$ cat src/rtl/fetch_stage.sv
// Instruction-fetch stage and IF/ID register for the pipelined LEGv8 core.
// Single outstanding imem request, one-entry skid buffer, redirect/flush.
module fetch_stage #(
  parameter int               N        = 64,
  parameter logic [N-1:0]     RESET_PC = '0
) (
  input  logic         clk,
  input  logic         reset,
  output logic         imem_req,
  output logic [N-1:0] imem_addr,
  input  logic         imem_ack,
  input  logic [31:0]  imem_rdata,
  input  logic         stall_d,
  input  logic         redirect,
  input  logic [N-1:0] redirect_pc,
  output logic [31:0]  instr_d,
  output logic [N-1:0] pc_d,
  output logic         valid_d
);

  typedef enum logic [1:0] {IDLE, WAIT, HOLD} state_e;

  state_e       state_q, state_d;
  logic [N-1:0] pc_f_q, pc_f_d;
  logic         drop_q, drop_d;
  logic [31:0]  skid_instr_q, skid_instr_d;
  logic [N-1:0] skid_pc_q, skid_pc_d;
  logic [31:0]  ifid_instr_q, ifid_instr_d;
  logic [N-1:0] ifid_pc_q, ifid_pc_d;
  logic         ifid_vld_q, ifid_vld_d;

  logic         ifid_free, consume;
  logic [N-1:0] tgt;

  assign ifid_free = !ifid_vld_q || !stall_d;
  assign consume   = ifid_vld_q && !stall_d;
  assign tgt       = redirect_pc & ~N'(3);

  assign imem_addr = pc_f_q;
  assign instr_d   = ifid_instr_q;
  assign pc_d      = ifid_pc_q;
  assign valid_d   = ifid_vld_q;

  always_ff @(posedge clk or posedge reset) begin
    if (reset) begin
      state_q      <= IDLE;
      pc_f_q       <= RESET_PC;
      drop_q       <= 1'b0;
      skid_instr_q <= '0;
      skid_pc_q    <= '0;
      ifid_instr_q <= '0;
      ifid_pc_q    <= '0;
      ifid_vld_q   <= 1'b0;
    end else begin
      state_q      <= state_d;
      pc_f_q       <= pc_f_d;
      drop_q       <= drop_d;
      skid_instr_q <= skid_instr_d;
      skid_pc_q    <= skid_pc_d;
      ifid_instr_q <= ifid_instr_d;
      ifid_pc_q    <= ifid_pc_d;
      ifid_vld_q   <= ifid_vld_d;
    end
  end

  // Next state: redirect never leaves WAIT early, the in-flight ack must still be absorbed.
  always_comb begin
    state_d = state_q;
    unique case (state_q)
      IDLE: if (!redirect) state_d = WAIT;
      WAIT: begin
        if (imem_ack) begin
          if (redirect || drop_q || ifid_free) state_d = IDLE;
          else                                 state_d = HOLD;
        end
      end
      HOLD:    if (redirect || !stall_d) state_d = IDLE;
      default: state_d = IDLE;
    endcase
  end

  always_comb begin
    imem_req = (state_q == IDLE) && !redirect && !reset;
  end

  always_comb begin
    pc_f_d       = pc_f_q;
    drop_d       = drop_q;
    skid_instr_d = skid_instr_q;
    skid_pc_d    = skid_pc_q;
    ifid_instr_d = ifid_instr_q;
    ifid_pc_d    = ifid_pc_q;
    ifid_vld_d   = ifid_vld_q;
    if (consume) ifid_vld_d = 1'b0;
    if (redirect) begin
      pc_f_d     = tgt;
      ifid_vld_d = 1'b0;
      drop_d     = (state_q == WAIT) && !imem_ack;
    end else begin
      unique case (state_q)
        WAIT: begin
          if (imem_ack) begin
            if (drop_q) begin
              drop_d = 1'b0;
            end else if (ifid_free) begin
              ifid_instr_d = imem_rdata;
              ifid_pc_d    = pc_f_q;
              ifid_vld_d   = 1'b1;
              pc_f_d       = pc_f_q + N'(4);
            end else begin
              skid_instr_d = imem_rdata;
              skid_pc_d    = pc_f_q;
            end
          end
        end
        HOLD: begin
          if (!stall_d) begin
            ifid_instr_d = skid_instr_q;
            ifid_pc_d    = skid_pc_q;
            ifid_vld_d   = 1'b1;
            pc_f_d       = pc_f_q + N'(4);
          end
        end
        default: ;
      endcase
    end
  end

endmodule

$ cat config.mk
export PLATFORM = sky130hd
export DESIGN_NAME = fetch_stage
export DESIGN_NICKNAME = d
export VERILOG_FILES = /design/src/rtl/fetch_stage.sv
export SDC_FILE = /design/constraint.sdc
export NUM_CORES = 1
export LEC_CHECK = 0
export ABC_AREA = 1
export BUFFER_PORTS_ARGS = -buffer_cell sky130_fd_sc_hd__buf_2
export CAP_MARGIN = 20
export CORE_ASPECT_RATIO = 0.5
export CORE_MARGIN = 10
export CORE_UTILIZATION = 44
export CTS_BUF_LIST = sky130_fd_sc_hd__clkbuf_4 sky130_fd_sc_hd__clkbuf_8
export DETAILED_ROUTE_END_ITERATION = 8
export PLACE_DENSITY = 0.76
export SLEW_MARGIN = 10
export SYNTH_ARGS = -nofsm -noshare
export SYNTH_HDL_FRONTEND = slang
export SYNTH_SLANG_ARGS = --single-unit
$ cat constraint.sdc
create_clock -name clk -period 9.5 [get_ports clk]
set_input_delay 0.475 -clock clk [delete_from_list [all_inputs] [get_ports clk]]
set_output_delay 0.475 -clock clk [all_outputs]
set_load 0.005 [all_outputs]
==> impl_metrics.ini <==
[outcome]
status = complete, no violations

[cells_and_area]
drive_above_1_share = 0.194
final_common_cell = nand2_1
mostFrequentLayoutCells = 460 x nand2_1, 306 x nor2_1, 256 x buf_2
syn2layout_area_growth_pct = 18.2
final_nets = 1984

[global_routing]
antenna_found_initial = 2
grt_pass1_vias = 11400
grt_pass1_wl_um = 63700
grt.overflow.total = 0
grt.total_usage = 0.211
grt_max_degree = 105

[run]
maxCapViolCount = 0

[clock_network]
htreeDepth = 2
cts.clk_slew.worst_paths_ns = 0.07
cts_setup_buffers = 0
cts_tree = done
cts-root-buf = clkbuf_8
cts_resized = 0
cts_made_buffers = 39
cts_sinks = 254
ctsHoldBuffers = 0
cts_max_path_buffers = 3
clkLatencyLatePin_ns = 0.56

[detailed_routing]
drt-total-wl_um = 40500
drtAntennaViolNets = 0
drc = 0
wl_per_cell_um = 17.6
vias = 11900
viasPerCell = 5.19
firstDrtPassIters = 5
drt_iter0_markers = 1082

[synthesis]
syn_area_per_cell_sq_um = 7.82
post_synth_num_cell_types = 34
synth_seq_area_share = 0.492
synth_cells = 1651
synth_seq_cells = 254
syn_area_sq_mm = 0.0129
synth_warnings = 0

[critical_path]
worstPathMaxFanout = 83
arrival_ns = 4.48
startpoint_type = flip-flop
crit_path_end_kind = flip-flop
path_class = flip-flop to flip-flop
r2r-start = state_q[0]
startpoint = state_q[0]
worstPathRequired_ns = 9.93

[power]
powerDensity_mw_per_mm2 = 283
p_total_uw = 4320
irDropWorstVdd_mv = 0.113
leakage_uw = 0.00786

[floorplanning]
die_w_um = 262
die_area_sq_mm = 0.0370
core_area_sq_mm = 0.0290
ios = 263
dieHeight_um = 141
initial_core_util = 0.446
rows = 44

[worst_hold_path]
hold_path_class = input port to async pin

[timing]
finalHoldViolations = 0
rsz0062_at_grt = no
tightest_slew_ns = 1.05
fin_ws_ns = 5.46
setup_tns_ns = 0
fin_crit_sh = 0.425
relSlewSlack = 0.297
fin_crit_ns = 4.04
final-setup-viol-count = 0
drv_slew = 0
timing.fmax_ghz = 0.247
skew_ns = 0.0143

[placed_design]
portBuffers = 256
place_ws_ns = 5.48
hpwl_um = 28900
gp_congestion = 0.951
-- area by class of cell --
type                    instances  area, sq um
clock inverters                 8         75.1
diodes                          2         5.00
repair buffers                267         1400
multi-input cells            1178         5680
fillers                      2745        13700
flip-flops and latches        254         6360
inverters                     138          526
well taps                     391          489
clock buffers                  59          724
-- kinds of logic (layout without fill, tap and decap cells) --
logic type / Yosys count / after routing / synth area share
compound gates: 239 / 239 / 0.120
simple gates: 882 / 882 / 0.272
flops: 254 / 254 / 0.492
mux: 37 / 37 / 0.0323
fa+ha+maj: 5 / 5 / 0.00484
xor+xnor: 11 / 11 / 0.00746
buf+inv: 222 / 472 / 0.0712
other cells: 1 / 6 / 0.000290
-- state kept, by name, summed over array words and instances (netlist names) --
signal        cells
drop_q            1
skid_pc_q        62
state_q           2
imem_addr        62
valid_d           1
instr_d          32
pc_d             62
skid_instr_q     32
-- synthesized netlist by cell type, drive strengths merged --
| library cell | number | area (sq um) |
|---|---|---|
| o21bai | 5 | 37.5 |
| nand4 | 6 | 43.8 |
| clkbuf | 38 | 143 |
| dfrtp | 254 | 6360 |
| o21ai | 113 | 566 |
| nand2 | 462 | 1740 |
| a22oi | 1 | 7.51 |
| xor2 | 10 | 87.6 |
| ha | 5 | 62.6 |
| nor2 | 315 | 1230 |
| o211ai | 12 | 100 |
| inv | 132 | 495 |
| nand3 | 99 | 500 |
| mux2 | 37 | 417 |
| o221ai | 4 | 35.0 |
| a31oi | 2 | 12.5 |
| xnor2 | 1 | 8.76 |
| a21oi | 8 | 40.0 |
| o31ai | 94 | 746 |
| conb | 1 | 3.75 |
| clkinv | 6 | 22.5 |
| buf | 46 | 259 |
-- worst paths after layout --
kind | slack [ns] | depth (start not counted) | end
setup reg to reg | 5.46 | 10 | imem_addr[36]
min in group clk | 0.14 | 3 | imem_addr[10]
max in group asynchronous | 7.96 | 3 | imem_addr[51]
hold reg to reg | 0.47 | 2 | pc_d[43]
setup / recovery | 5.46 | 10 | imem_addr[36]
hold / removal | 0.02 | 2 | instr_d[0]
-- routing by layer --
| layer | vias up | global-route usage | wire, um |
|---|---|---|---|
| li1 | 5768 | - | - |
| met3 | 70 | 0.0459 | 2640 |
| met5 | - | 0 | 0 |
| met2 | 391 | 0.354 | 19700 |
| met4 | 0 | 0.0705 | 1080 |
| met1 | 5695 | 0.265 | 17100 |
-- where the power goes --
part	internal [uW]	switching [uW]
clock	515	442
combinational	599	955
sequential	1470	345
-- critical path: stages (launching register included) --
cell	delay, ns
dfrtp_1	0.38
inv_1	0.16
ha_4	0.34
buf_4	0.81
nand2_1	0.14
nand2_1	0.18
nand3_2	0.39
nand2_1	0.57
buf_4	0.47
o21ai_0	0.20
o21bai_1	0.19
-- metrics by stage --
| stage | hold WS (ns) | utilization | area, sq um | instances |
|---|---|---|---|---|
| detailed placement | 0.463 | 0.498 | 14400 | 2227 |
| global route | 0.0831 | 0.527 | 15300 | 2297 |
| CTS | 0.0615 | 0.526 | 15200 | 2294 |
| floorplan | 0.454 | - | 12900 | 1654 |
| finish | 0.0156 | 0.527 | 15300 | 2297 |
| global placement | 0.458 | 0.497 | 14400 | 2226 |
Power figures use the tool's default switching activity.
